==> src/rtl/sc_statemachine_scroll_pkg.sv <==
// Shared definitions for the background-scroll controller: state encodings,
// state width and the speed-to-period helper.
package sc_statemachine_scroll_pkg;

   localparam int STATE_W = 3;

   typedef enum logic [STATE_W-1:0] {
      RESET_0     = 3'd0,
      START_0     = 3'd1,
      CHECK_START = 3'd2,
      CHECK_TICK  = 3'd3,
      SENDLOAD    = 3'd4,
      PAUSE       = 3'd5,
      CRASH       = 3'd6,
      LEVELEND    = 3'd7
   } scroll_state_e;

   function automatic int max_speed(input int speed_w);
      return (1 << speed_w) - 1;
   endfunction

   // Speed 0 is slowest: one load every MAX_SPEED+1 ticks.
   function automatic int period_of(input int speed_w, input int speed);
      return max_speed(speed_w) - speed + 1;
   endfunction

endpackage

==> src/rtl/sc_statemachine_scroll_if.sv <==
// Game-side signal bundle of the scroll controller; slave is the controller,
// master is the timer/button/datapath side driving it.
interface sc_statemachine_scroll_if
   import sc_statemachine_scroll_pkg::*;
#(
   parameter int SPEED_W = 2,
   parameter int ROW_W   = 8
) ();

   logic               SC_STATEMACHINESCROLL_startButton_InLow;
   logic               SC_STATEMACHINESCROLL_T0_InLow;
   logic               SC_STATEMACHINESCROLL_pause_InLow;
   logic               SC_STATEMACHINESCROLL_crash_InHigh;
   logic [SPEED_W-1:0] SC_STATEMACHINESCROLL_speed_In;
   logic               SC_STATEMACHINESCROLL_clear_OutLow;
   logic               SC_STATEMACHINESCROLL_load_OutLow;
   logic               SC_STATEMACHINESCROLL_upcount_out;
   logic               SC_STATEMACHINESCROLL_levelDone_out;
   logic [ROW_W-1:0]   SC_STATEMACHINESCROLL_rowCount_out;
   logic [STATE_W-1:0] SC_STATEMACHINESCROLL_state_out;

   modport slave (
      input  SC_STATEMACHINESCROLL_startButton_InLow,
      input  SC_STATEMACHINESCROLL_T0_InLow,
      input  SC_STATEMACHINESCROLL_pause_InLow,
      input  SC_STATEMACHINESCROLL_crash_InHigh,
      input  SC_STATEMACHINESCROLL_speed_In,
      output SC_STATEMACHINESCROLL_clear_OutLow,
      output SC_STATEMACHINESCROLL_load_OutLow,
      output SC_STATEMACHINESCROLL_upcount_out,
      output SC_STATEMACHINESCROLL_levelDone_out,
      output SC_STATEMACHINESCROLL_rowCount_out,
      output SC_STATEMACHINESCROLL_state_out
   );

   modport master (
      output SC_STATEMACHINESCROLL_startButton_InLow,
      output SC_STATEMACHINESCROLL_T0_InLow,
      output SC_STATEMACHINESCROLL_pause_InLow,
      output SC_STATEMACHINESCROLL_crash_InHigh,
      output SC_STATEMACHINESCROLL_speed_In,
      input  SC_STATEMACHINESCROLL_clear_OutLow,
      input  SC_STATEMACHINESCROLL_load_OutLow,
      input  SC_STATEMACHINESCROLL_upcount_out,
      input  SC_STATEMACHINESCROLL_levelDone_out,
      input  SC_STATEMACHINESCROLL_rowCount_out,
      input  SC_STATEMACHINESCROLL_state_out
   );

endinterface

==> src/rtl/sc_tick_edge.sv <==
// Falling-edge detector for the active-low T0 timer tick; a held-low T0
// produces a single one-cycle tick.
module sc_tick_edge (
   input  logic clk,
   input  logic rst_n,
   input  logic t0_n,
   output logic tick
);

   logic t0_reg;

   always_ff @(posedge clk or negedge rst_n) begin
      if (!rst_n) begin
         t0_reg <= 1'b1;
      end else begin
         t0_reg <= t0_n;
      end
   end

   assign tick = t0_reg & ~t0_n;

endmodule

==> src/rtl/sc_statemachine_scroll.sv <==
// Background-scroll controller: paces row loads off T0 ticks by speed, counts
// rows to level end, and freezes scrolling on pause or crash.
module sc_statemachine_scroll
   import sc_statemachine_scroll_pkg::*;
#(
   parameter int SPEED_W     = 2,
   parameter int ROW_W       = 8,
   parameter int LEVEL_ROWS  = 200,
   parameter int CRASH_TICKS = 8,
   parameter int TICK_W      = 4
) (
   input  logic SC_STATEMACHINESCROLL_CLOCK_50,
   input  logic SC_STATEMACHINESCROLL_RESET_InLow,
   sc_statemachine_scroll_if.slave bus
);

   localparam logic [ROW_W-1:0]  LAST_ROW   = ROW_W'(LEVEL_ROWS);
   localparam logic [TICK_W-1:0] CRASH_LAST = TICK_W'(CRASH_TICKS - 1);

   logic clk;
   logic rst_n;
   logic tick;
   logic start_n;
   logic pause_n;
   logic crash;

   scroll_state_e     state_reg;
   logic [TICK_W-1:0] tick_cnt_reg;
   logic [TICK_W-1:0] crash_cnt_reg;
   logic [TICK_W-1:0] period_reg;
   logic [TICK_W-1:0] period_next;
   logic [ROW_W-1:0]  row_cnt_reg;
   logic [ROW_W-1:0]  row_cnt_next;

   assign clk     = SC_STATEMACHINESCROLL_CLOCK_50;
   assign rst_n   = SC_STATEMACHINESCROLL_RESET_InLow;
   assign start_n = bus.SC_STATEMACHINESCROLL_startButton_InLow;
   assign pause_n = bus.SC_STATEMACHINESCROLL_pause_InLow;
   assign crash   = bus.SC_STATEMACHINESCROLL_crash_InHigh;

   sc_tick_edge u_tick_edge (
      .clk   (clk),
      .rst_n (rst_n),
      .t0_n  (bus.SC_STATEMACHINESCROLL_T0_InLow),
      .tick  (tick)
   );

   assign period_next  = TICK_W'(period_of(SPEED_W, int'(bus.SC_STATEMACHINESCROLL_speed_In)));
   assign row_cnt_next = (row_cnt_reg == LAST_ROW) ? row_cnt_reg : row_cnt_reg + 1'b1;

   always_ff @(posedge clk or negedge rst_n) begin
      if (!rst_n) begin
         state_reg     <= RESET_0;
         tick_cnt_reg  <= '0;
         crash_cnt_reg <= '0;
         row_cnt_reg   <= '0;
         period_reg    <= TICK_W'(max_speed(SPEED_W) + 1);
      end else begin
         case (state_reg)
            RESET_0: state_reg <= START_0;
            START_0: begin
               tick_cnt_reg <= '0;
               row_cnt_reg  <= '0;
               state_reg    <= CHECK_START;
            end
            CHECK_START: begin
               if (!start_n) begin
                  period_reg <= period_next;
                  state_reg  <= CHECK_TICK;
               end
            end
            CHECK_TICK: begin
               if (crash) begin
                  crash_cnt_reg <= '0;
                  state_reg     <= CRASH;
               end else if (!pause_n) begin
                  state_reg <= PAUSE;
               end else if (tick) begin
                  if (tick_cnt_reg == period_reg - 1'b1) begin
                     tick_cnt_reg <= '0;
                     state_reg    <= SENDLOAD;
                  end else begin
                     tick_cnt_reg <= tick_cnt_reg + 1'b1;
                  end
               end
            end
            // Speed is re-sampled here so a change applies from the next period.
            SENDLOAD: begin
               row_cnt_reg <= row_cnt_next;
               period_reg  <= period_next;
               state_reg   <= (row_cnt_next == LAST_ROW) ? LEVELEND : CHECK_TICK;
            end
            PAUSE: begin
               if (crash) begin
                  crash_cnt_reg <= '0;
                  state_reg     <= CRASH;
               end else if (pause_n) begin
                  state_reg <= CHECK_TICK;
               end
            end
            CRASH: begin
               if (crash) begin
                  crash_cnt_reg <= '0;
               end else if (tick) begin
                  if (crash_cnt_reg == CRASH_LAST) begin
                     tick_cnt_reg <= '0;
                     state_reg    <= CHECK_TICK;
                  end else begin
                     crash_cnt_reg <= crash_cnt_reg + 1'b1;
                  end
               end
            end
            LEVELEND: begin
               if (!start_n) begin
                  state_reg <= START_0;
               end
            end
            default: state_reg <= RESET_0;
         endcase
      end
   end

   always_comb begin
      bus.SC_STATEMACHINESCROLL_clear_OutLow  = 1'b1;
      bus.SC_STATEMACHINESCROLL_load_OutLow   = 1'b1;
      bus.SC_STATEMACHINESCROLL_upcount_out   = 1'b0;
      bus.SC_STATEMACHINESCROLL_levelDone_out = 1'b0;
      case (state_reg)
         RESET_0:  bus.SC_STATEMACHINESCROLL_clear_OutLow = 1'b0;
         SENDLOAD: begin
            bus.SC_STATEMACHINESCROLL_load_OutLow = 1'b0;
            bus.SC_STATEMACHINESCROLL_upcount_out = 1'b1;
         end
         LEVELEND: bus.SC_STATEMACHINESCROLL_levelDone_out = 1'b1;
         default:  ;
      endcase
   end

   assign bus.SC_STATEMACHINESCROLL_rowCount_out = row_cnt_reg;
   assign bus.SC_STATEMACHINESCROLL_state_out    = state_reg;

endmodule

==> src/flat_wrapper.sv <==
// flat-port wrapper written by rule: the top's interface ports become plain ports
module sc_statemachine_scroll_flat import sc_statemachine_scroll_pkg::*;
#(
   parameter int SPEED_W     = 2,
   parameter int ROW_W       = 8,
   parameter int LEVEL_ROWS  = 200,
   parameter int CRASH_TICKS = 8,
   parameter int TICK_W      = 4
)
  (SC_STATEMACHINESCROLL_CLOCK_50, SC_STATEMACHINESCROLL_RESET_InLow, bus_SC_STATEMACHINESCROLL_startButton_InLow, bus_SC_STATEMACHINESCROLL_T0_InLow, bus_SC_STATEMACHINESCROLL_pause_InLow, bus_SC_STATEMACHINESCROLL_crash_InHigh, bus_SC_STATEMACHINESCROLL_speed_In, bus_SC_STATEMACHINESCROLL_clear_OutLow, bus_SC_STATEMACHINESCROLL_load_OutLow, bus_SC_STATEMACHINESCROLL_upcount_out, bus_SC_STATEMACHINESCROLL_levelDone_out, bus_SC_STATEMACHINESCROLL_rowCount_out, bus_SC_STATEMACHINESCROLL_state_out);
  sc_statemachine_scroll_if #(.SPEED_W(SPEED_W), .ROW_W(ROW_W)) bus_i ();
  input  logic SC_STATEMACHINESCROLL_CLOCK_50;
  input  logic SC_STATEMACHINESCROLL_RESET_InLow;
  input wire logic [$bits(bus_i.SC_STATEMACHINESCROLL_startButton_InLow)-1:0] bus_SC_STATEMACHINESCROLL_startButton_InLow;
  input wire logic [$bits(bus_i.SC_STATEMACHINESCROLL_T0_InLow)-1:0] bus_SC_STATEMACHINESCROLL_T0_InLow;
  input wire logic [$bits(bus_i.SC_STATEMACHINESCROLL_pause_InLow)-1:0] bus_SC_STATEMACHINESCROLL_pause_InLow;
  input wire logic [$bits(bus_i.SC_STATEMACHINESCROLL_crash_InHigh)-1:0] bus_SC_STATEMACHINESCROLL_crash_InHigh;
  input wire logic [$bits(bus_i.SC_STATEMACHINESCROLL_speed_In)-1:0] bus_SC_STATEMACHINESCROLL_speed_In;
  output wire logic [$bits(bus_i.SC_STATEMACHINESCROLL_clear_OutLow)-1:0] bus_SC_STATEMACHINESCROLL_clear_OutLow;
  output wire logic [$bits(bus_i.SC_STATEMACHINESCROLL_load_OutLow)-1:0] bus_SC_STATEMACHINESCROLL_load_OutLow;
  output wire logic [$bits(bus_i.SC_STATEMACHINESCROLL_upcount_out)-1:0] bus_SC_STATEMACHINESCROLL_upcount_out;
  output wire logic [$bits(bus_i.SC_STATEMACHINESCROLL_levelDone_out)-1:0] bus_SC_STATEMACHINESCROLL_levelDone_out;
  output wire logic [$bits(bus_i.SC_STATEMACHINESCROLL_rowCount_out)-1:0] bus_SC_STATEMACHINESCROLL_rowCount_out;
  output wire logic [$bits(bus_i.SC_STATEMACHINESCROLL_state_out)-1:0] bus_SC_STATEMACHINESCROLL_state_out;
  assign bus_i.SC_STATEMACHINESCROLL_startButton_InLow = bus_SC_STATEMACHINESCROLL_startButton_InLow;
  assign bus_i.SC_STATEMACHINESCROLL_T0_InLow = bus_SC_STATEMACHINESCROLL_T0_InLow;
  assign bus_i.SC_STATEMACHINESCROLL_pause_InLow = bus_SC_STATEMACHINESCROLL_pause_InLow;
  assign bus_i.SC_STATEMACHINESCROLL_crash_InHigh = bus_SC_STATEMACHINESCROLL_crash_InHigh;
  assign bus_i.SC_STATEMACHINESCROLL_speed_In = bus_SC_STATEMACHINESCROLL_speed_In;
  assign bus_SC_STATEMACHINESCROLL_clear_OutLow = bus_i.SC_STATEMACHINESCROLL_clear_OutLow;
  assign bus_SC_STATEMACHINESCROLL_load_OutLow = bus_i.SC_STATEMACHINESCROLL_load_OutLow;
  assign bus_SC_STATEMACHINESCROLL_upcount_out = bus_i.SC_STATEMACHINESCROLL_upcount_out;
  assign bus_SC_STATEMACHINESCROLL_levelDone_out = bus_i.SC_STATEMACHINESCROLL_levelDone_out;
  assign bus_SC_STATEMACHINESCROLL_rowCount_out = bus_i.SC_STATEMACHINESCROLL_rowCount_out;
  assign bus_SC_STATEMACHINESCROLL_state_out = bus_i.SC_STATEMACHINESCROLL_state_out;
  sc_statemachine_scroll #(.SPEED_W(SPEED_W), .ROW_W(ROW_W), .LEVEL_ROWS(LEVEL_ROWS), .CRASH_TICKS(CRASH_TICKS), .TICK_W(TICK_W)) u_core (.SC_STATEMACHINESCROLL_CLOCK_50(SC_STATEMACHINESCROLL_CLOCK_50), .SC_STATEMACHINESCROLL_RESET_InLow(SC_STATEMACHINESCROLL_RESET_InLow), .bus(bus_i));
endmodule
==> config.mk <==
export PLATFORM = sky130hd
export DESIGN_NAME = sc_statemachine_scroll_flat
export DESIGN_NICKNAME = d
export VERILOG_FILES = /design/src/rtl/sc_statemachine_scroll_pkg.sv /design/src/rtl/sc_statemachine_scroll_if.sv /design/src/rtl/sc_tick_edge.sv /design/src/rtl/sc_statemachine_scroll.sv /design/src/flat_wrapper.sv
export SDC_FILE = /design/constraint.sdc
export NUM_CORES = 1
export LEC_CHECK = 0
export CAP_MARGIN = 5
export CORE_MARGIN = 5
export CORE_UTILIZATION = 50
export CTS_CLUSTER_DIAMETER = 100
export DETAILED_ROUTE_END_ITERATION = 6
export PLACE_DENSITY_LB_ADDON = 0.15
export SYNTH_ARGS = -nofsm -noshare
export SYNTH_HDL_FRONTEND = slang
export SYNTH_SLANG_ARGS = --single-unit
==> constraint.sdc <==
create_clock -name SC_STATEMACHINESCROLL_CLOCK_50 -period 2.2 [get_ports SC_STATEMACHINESCROLL_CLOCK_50]
set_clock_uncertainty 0.1 [all_clocks]
set_input_delay 0.33 -clock SC_STATEMACHINESCROLL_CLOCK_50 [delete_from_list [all_inputs] [get_ports SC_STATEMACHINESCROLL_CLOCK_50]]
set_output_delay 0.33 -clock SC_STATEMACHINESCROLL_CLOCK_50 [all_outputs]
set_load 0.005 [all_outputs]
==> impl_metrics.py, run 1 <==
metrics = {
    "yosys": {
        "syn_area_um2": 1770,
        "syn-num-nets": 221,
        "synth_top_cells_by_area": "dfrtp_1 (30%), o21ai_0 (5.6%), ha_1 (4.2%)",
        "async_reset_ff_share_pct": 100,
        "synthCells": 207,
        "yosysUniqueCellTypes": 54,
        "ys_ff_latch": 23,
        "synth_top_cell_area_share_pct": 29.7,
        "yosysSeqAreaShare_pct": 32.6,
        "yosysWarnings": 0,
        "synth.avg_cell_area_um2": 8.56,
        "synthDominantAreaCellType": "dfrtp_1",
        "synth_edf_count": 0,
        "synth_ff_type": "dfrtp_1",
    },
    "timing": {
        "min_period_ns": 2.04,
        "setup_viol": 0,
        "fin_setup_tns_ns": 0,
        "drv_slew": 0,
        "fmax_ghz": 0.490,
        "max_slew_margin_pct": 68.3,
        "tightest_slew_ns": 0.471,
        "fin_crit_sh_pct": 92.8,
        "rsz0062_at_grt": "no",
        "hold_viol_final": 0,
    },
    "setup_path": {
        "cp_top_family": "flip-flops",
        "crit_fanout": 11,
        "cpPeakStageDelay_ns": 0.50,
        "end_kind": "primary output",
        "crit_chain": "or3_4 > clkdlybuf4s50_1",
        "start_kind": "flip-flop",
        "critPathRequiredTime_ns": 1.77,
        "worstPathArrival_ns": 1.61,
        "slowest_stage": "dfrtp_2",
        "critPathBufInv": 1,
        "crit_type": "flip-flop to primary output",
    },
    "die": {
        "fp.dieH_um": 69.5,
        "io-pin-count": 23,
        "core_um2": 3390,
        "dieArea_um2": 4830,
        "fp.dieW_um": 69.5,
        "rows": 21,
        "start_util_pct": 52.3,
    },
    "clock_network": {
        "clk_latency_ns": 0.31,
        "cts_buffers": 3,
        "cts_tree": "done",
        "clkTransAtPathRegs_ns": 0.13,
        "cts_max_path_buffers": 2,
        "hold_buffers": 0,
        "cts_num_sinks": 23,
        "root_buffer": "clkbuf_4",
        "ctsHtreeMaxLevel": 1,
    },
    "global_route": {
        "grt_pass1_wl_mm": 7.18,
        "grt_util_all_layers_pct": 17.6,
        "grt.overflow.total": 0,
        "grt_max_degree": 24,
        "first_global_vias": 1648,
        "antenna_found_initial": 0,
    },
    "power": {
        "clkPwrFrac_pct": 8.1,
        "peakVddDrop_mv": 0.455,
        "intPower_w": 0.00138,
        "pwr_density_cell_nw_per_um2": 1160,
        "seqPwrFrac_pct": 29.0,
        "switchingPower_w": 0.00105,
        "comb_power_share_pct": 62.9,
        "p_leak_nw": 0.855,
        "switching_share_pct": 43.2,
    },
    "drt": {
        "wl_mm": 4.14,
        "drt_iter0_markers": 75,
        "first_pass_iters": 4,
        "vias": 1694,
        "viasPerCell": 6.05,
        "postRouteAntennaNets": 0,
        "drc": 0,
        "wl_per_cell_um": 14.8,
    },
    "final_layout": {
        "drive_gt1_share_pct": 13.7,
        "syn_to_final_growth_pct": 18.4,
        "final_cells": 280,
        "largest_reg_flops": 8,
        "num-nets-final": 249,
        "antenna_cells": 0,
    },
    "flow_run": {
        "cap_violations": 0,
    },
    "min_path": {
        "hp-class": "primary input to asynchronous set/reset pin",
    },
    "place": {
        "place_inst": 274,
        "numPortBuffers": 22,
        "dp_hpwl_mm": 3.15,
        "place_congestion": 0.878,
    },
    "run_status": {
        "status": "finished, final reports clean",
    },
}
metrics by stage:
| stage | worst slack, ns | total power (W) | hold slack (ns) | cell area, um^2 | utilization, % |
|---|---|---|---|---|---|
| 2_1_floorplan | 0.176 | 0.00175 | -0.0656 | 1770 | - |
| 3_3_place_gp | 0.186 | 0.00215 | 0.369 | 2040 | 60.2 |
| 3_5_place_dp | 0.0767 | 0.00219 | 0.387 | 2040 | 60.2 |
| 4_1_cts | 0.000968 | 0.00243 | 0.252 | 2080 | 61.4 |
| 5_1_grt | 0.0257 | 0.00265 | 0.276 | 2100 | 61.9 |
| 6_report | 0.159 | 0.00242 | 0.257 | 2100 | 61.9 |
cells in the mapped netlist, types with 3 or more instances:
master	count
a22o_1	3
ha_1	6
a32oi_1	4
dfrtp_1	21
or3_1	3
nand4_1	3
clkbuf_1	3
o211ai_1	3
xnor2_1	4
inv_1	12
o21a_1	6
o22ai_1	5
nor2b_1	7
nand3b_1	3
o21ai_0	20
nor2_1	11
a21oi_1	11
buf_6	6
nand2_1	11
a22oi_1	5
nand3_1	6
nand2b_1	4
nor3_1	8
cell families after synthesis:
logic type	synth area share, %
compound gates	28.2
fa+ha+maj	4.24
simple gates	21.9
flops	32.6
mux	1.20
xor+xnor	2.97
buf+inv	8.83
final cells by class:
cell class,instances,area [um^2]
clock buffer,4,26.3
sequential,23,581
fill,302,1290
timing repair buffer,37,342
inverter,13,48.8
multi-input combinational,157,1040
tap,46,57.6
cell usage in the layout, fill, tap and decap left out, types with 4 or more instances in the layout:
| cell type | n |
|---|---|
| a21oi_1 | 11 |
| a22oi_1 | 5 |
| a32oi_1 | 4 |
| buf_4 | 14 |
| clkdlybuf4s50_1 | 20 |
| dfrtp_1 | 19 |
| ha_1 | 6 |
| inv_1 | 12 |
| nand2_1 | 11 |
| nand2b_1 | 4 |
| nand3_1 | 6 |
| nor2_1 | 11 |
| nor2b_1 | 7 |
| nor3_1 | 8 |
| o21a_1 | 6 |
| o21ai_0 | 20 |
| o22ai_1 | 5 |
| xnor2_1 | 4 |
worst paths after layout:
path	start	endpoint	slack [ns]	depth (start not counted)
min reg2reg	u_core.crash_cnt_reg[3]	u_core.crash_cnt_reg[3]	0.43	1
min in group SC_STATEMACHINESCROLL_CLOCK_50	bus_SC_STATEMACHINESCROLL_T0_InLow	u_core.u_tick_edge.t0_reg	0.34	1
max in group asynchronous	SC_STATEMACHINESCROLL_RESET_InLow	u_core.period_reg[2]	1.46	2
max reg2reg	u_core.bus.SC_STATEMACHINESCROLL_rowCount_out[0]	u_core.bus.SC_STATEMACHINESCROLL_state_out[2]	0.16	7
max	u_core.bus.SC_STATEMACHINESCROLL_state_out[1]	bus_SC_STATEMACHINESCROLL_load_OutLow	0.16	2
min	SC_STATEMACHINESCROLL_RESET_InLow	u_core.crash_cnt_reg[1]	0.26	2
power groups by stage:
stage               clock [W]  combinational (W)  sequential (W)
floorplan                   0            0.00107        0.000674
global placement            0            0.00143        0.000715
detailed placement          0            0.00147        0.000721
CTS                  0.000212            0.00152        0.000696
global route         0.000221            0.00170        0.000725
finish               0.000198            0.00152        0.000702
layer usage:
metal,wire length [um],up-vias,global-route usage (%)
met1,1760,837,20.2
met3,104,2,1.74
met5,0,-,0
met4,20,0,4.12
met2,2260,32,34.2
li1,-,823,-
timing repair:
action / in CTS / in global routing
pin swaps: 0 / 0
resized for setup: 1 / 5
setup endpoints to repair: 1 / 2
setup buffers: 2 / 0
No activity file was read; power rests on OpenSTA's default activity.
==> run 2, diff against run 1 <==
--- a/config.mk
+++ b/config.mk
@@ -5,6 +5,7 @@
 export SDC_FILE = /design/constraint.sdc
 export NUM_CORES = 1
 export LEC_CHECK = 0
+export ABC_CLOCK_PERIOD_IN_PS = 2200
 export CAP_MARGIN = 5
 export CORE_MARGIN = 5
 export CORE_UTILIZATION = 50
==> results of run 2 <==
Same layout as run 1: the final DEF is identical, and so are final timing and power.
==> run 3, diff against run 2 <==
--- a/config.mk
+++ b/config.mk
@@ -12,6 +12,8 @@
 export CTS_CLUSTER_DIAMETER = 100
 export DETAILED_ROUTE_END_ITERATION = 6
 export PLACE_DENSITY_LB_ADDON = 0.15
+export REMOVE_ABC_BUFFERS = 1
 export SYNTH_ARGS = -nofsm -noshare
 export SYNTH_HDL_FRONTEND = slang
+export SYNTH_HIERARCHICAL = 1
 export SYNTH_SLANG_ARGS = --single-unit
==> run 3 against run 2 <==
Sequential share of layout area grew 0.44 points. Cell count shrank 1.4%. Non-clock buffer count shrank 2. Global-route usage grew 1.7 points. Combinational power shrank 12%. Setup slack lost 0.037 ns. Highest routed layer unchanged. Clock-buffer cell count is the same. Synthesized cell count shrank 1.9%. Flip-flop and latch count is the same. Hold slack gained 0.0073 ns. Largest power group unchanged. Cell area shrank 1.6%. Critical path depth grew 5.
==> impl_metrics.py, run 3 <==
metrics = {
    "final_layout": {
        "regArea_um2": 581,
        "multi_input_area_um2": 1020,
        "layout_common_cells": "clkdlybuf4s50_1 (22), dfrtp_1 (19), nand2_1 (18), a21oi_1 (18), nor2_1 (17)",
        "postLayoutCoreUtil_pct": 62.4,
        "final_cells": 276,
        "drive_gt1_share_pct": 14.3,
        "layout_commonest_cell": "clkdlybuf4s50_1",
        "largest_reg_flops": 8,
        "antenna_cells": 0,
        "syn_to_final_growth_pct": 22.1,
        "num-nets-final": 245,
        "nFillCells": 299,
    },
    "yosys": {
        "synthDominantAreaCellType": "dfrtp_1",
        "yosysWarnings": 6,
        "synth_edf_count": 0,
        "syn_area_um2": 1690,
        "synthCells": 203,
        "async_reset_ff_share_pct": 100,
        "synth_top_cell_area_share_pct": 31.1,
        "synth.avg_cell_area_um2": 8.33,
        "post-synth-top-count-cell": "dfrtp_1",
        "netlist_top_cells_count": "dfrtp_1 (21), a21oi_1 (18), nand2_1 (18), nor2_1 (18), inv_1 (15)",
        "ys_ff_latch": 23,
        "synth_top_cells_by_area": "dfrtp_1 (31%), a21oi_1 (5.3%), ha_1 (4.4%)",
        "yosysUniqueCellTypes": 51,
        "yosysSeqAreaShare_pct": 34.2,
        "synth_ff_type": "dfrtp_1",
    },
    "timing": {
        "setup_viol": 0,
        "max_slew_margin_pct": 56.6,
        "fmax_ghz": 0.481,
        "min_period_ns": 2.08,
        "rsz0062_at_grt": "no",
        "drv_slew": 0,
        "tightest_slew_ns": 0.647,
        "fin_crit_sh_pct": 94.5,
        "hold_viol_final": 0,
    },
    "power": {
        "switching_share_pct": 45.1,
        "peakVddDrop_mv": 0.459,
        "p_leak_nw": 0.828,
        "intPower_w": 0.00120,
        "switchingPower_w": 0.000988,
        "clkPwrFrac_pct": 8.9,
        "pwr_density_cell_nw_per_um2": 1060,
        "seqPwrFrac_pct": 30.1,
        "comb_power_share_pct": 61.0,
    },
    "global_route": {
        "first_global_vias": 1598,
        "grt_pass1_wl_mm": 6.91,
        "grt_max_degree": 24,
        "grt_util_all_layers_pct": 19.3,
        "grt.overflow.total": 0,
        "antenna_found_initial": 0,
    },
    "setup_path": {
        "crit_chain": "inv_1 > ha_1 > xnor2_2 > nor4b_4 > o211ai_4 > a221oi_1 > nor3b_2",
        "end_kind": "flip-flop",
        "crit_type": "flip-flop to flip-flop",
        "cpPeakStageDelay_ns": 0.41,
        "crit_fanout": 6,
        "start_kind": "flip-flop",
        "slowest_stage": "dfrtp_1",
        "critPathRequiredTime_ns": 2.30,
        "worstPathArrival_ns": 2.18,
    },
    "place": {
        "place_inst": 270,
        "dp_hpwl_mm": 2.85,
        "numPortBuffers": 22,
        "place_congestion": 0.878,
    },
    "drt": {
        "drt_iter0_markers": 130,
        "postRouteAntennaNets": 0,
        "drc": 0,
        "first_pass_iters": 4,
        "wl_mm": 3.93,
        "vias": 1587,
        "wl_per_cell_um": 14.2,
        "viasPerCell": 5.75,
    },
    "die": {
        "fp.dieW_um": 68.1,
        "dieArea_um2": 4640,
        "rows": 21,
        "fp.dieH_um": 68.1,
        "core_um2": 3310,
        "io-pin-count": 23,
        "start_util_pct": 51.1,
    },
    "clock_network": {
        "cts_tree": "done",
        "cts_buffers": 3,
        "ctsHtreeMaxLevel": 1,
        "clkTransAtPathRegs_ns": 0.12,
        "hold_buffers": 0,
        "cts_max_path_buffers": 2,
        "cts_num_sinks": 23,
        "clk_latency_ns": 0.31,
        "root_buffer": "clkbuf_4",
    },
    "min_path": {
        "hp-class": "primary input to asynchronous set/reset pin",
    },
    "flow_run": {
        "cap_violations": 0,
    },
    "run_status": {
        "status": "finished, final reports clean",
    },
}
-- run 3: cells by family after synthesis --
| logic type | Yosys count | synth area share (%) |
|---|---|---|
| and+or+nand+nor | 74 | 24.6 |
| xor gates and xnor gates | 10 | 5.63 |
| muxes | 2 | 1.18 |
| adders and majority gates | 6 | 4.44 |
| DFF | 23 | 34.2 |
| AOI/OAI and AO/OA | 60 | 23.3 |
| buffers and inverters | 28 | 6.66 |
-- run 3: metal layers --
metal / vias to the layer above / GRT usage [%] / wire, um
li1: 781 / - / -
met1: 756 / 24.0 / 1780
met2: 45 / 32.9 / 1890
met3: 5 / 2.96 / 202
met4: 0 / 8.44 / 51
met5: - / 0 / 0
-- run 3: final timing paths --
check / from / slack, ns / cells past startpoint / end
max in group asynchronous: SC_STATEMACHINESCROLL_RESET_InLow / 1.45 / 2 / u_core/u_tick_edge/t0_reg
hold / removal: SC_STATEMACHINESCROLL_RESET_InLow / 0.26 / 2 / u_core/bus.SC_STATEMACHINESCROLL_rowCount_out[4]
setup / recovery: u_core/period_reg[1] / 0.12 / 7 / u_core/bus.SC_STATEMACHINESCROLL_state_out[2]
setup reg to reg: u_core/period_reg[1] / 0.12 / 7 / u_core/bus.SC_STATEMACHINESCROLL_state_out[2]
hold reg to reg: u_core/crash_cnt_reg[3] / 0.45 / 2 / u_core/crash_cnt_reg[3]
min in group SC_STATEMACHINESCROLL_CLOCK_50: bus_SC_STATEMACHINESCROLL_T0_InLow / 0.39 / 1 / u_core/u_tick_edge/t0_reg
-- run 3: area by class of cell --
type,instances,area share (%)
clock buffers,4,1.27
inverters,16,2.91
multi-input cells,152,49.5
flip-flops and latches,23,28.1
well taps,46,2.79
repair buffers,35,15.4
-- run 3: what timing repair did --
item | CTS | global route
setup buffers | 0 | 2
gates resized for setup | 2 | 4
endpoints found under the hold margin | 0 | 0
cloned | 0 | 0
endpoints found under the setup margin | 1 | 4
-- run 3: metrics by stage --
| stage | setup WS, ns | TNS (ns) | instance area (um^2) | hold WS, ns | power [W] |
|---|---|---|---|---|---|
| floorplan | 0.0521 | 0 | 1640 | -0.0656 | 0.00145 |
| global placement | -0.0702 | -0.0702 | 2000 | 0.424 | 0.00185 |
| detailed placement | -0.104 | -0.104 | 2000 | 0.436 | 0.00191 |
| CTS | 0.00505 | 0 | 2030 | 0.261 | 0.00213 |
| global route | 0.00681 | 0 | 2060 | 0.272 | 0.00238 |
| finish | 0.122 | 0 | 2060 | 0.264 | 0.00219 |
-- run 3: power groups by stage --
stage          Combinational (W)  Sequential, W  Clock (W)
2_1_floorplan           0.000716       0.000737          0
3_5_place_dp             0.00125       0.000658          0
4_1_cts                  0.00126       0.000659   0.000214
5_1_grt                  0.00146       0.000680   0.000232
6_report                 0.00134       0.000660   0.000195
3_3_place_gp             0.00120       0.000655          0
-- run 3: worst max-delay path: cells and delay by family, from the launching register on --
family                     cells  cell delay, ns
DFF                            1            0.41
adders and majority gates      1            0.31
buffers and inverters          1            0.09
AOI/OAI and AO/OA              2            0.45
and+or+nand+nor                2            0.46
xor gates and xnor gates       1            0.15
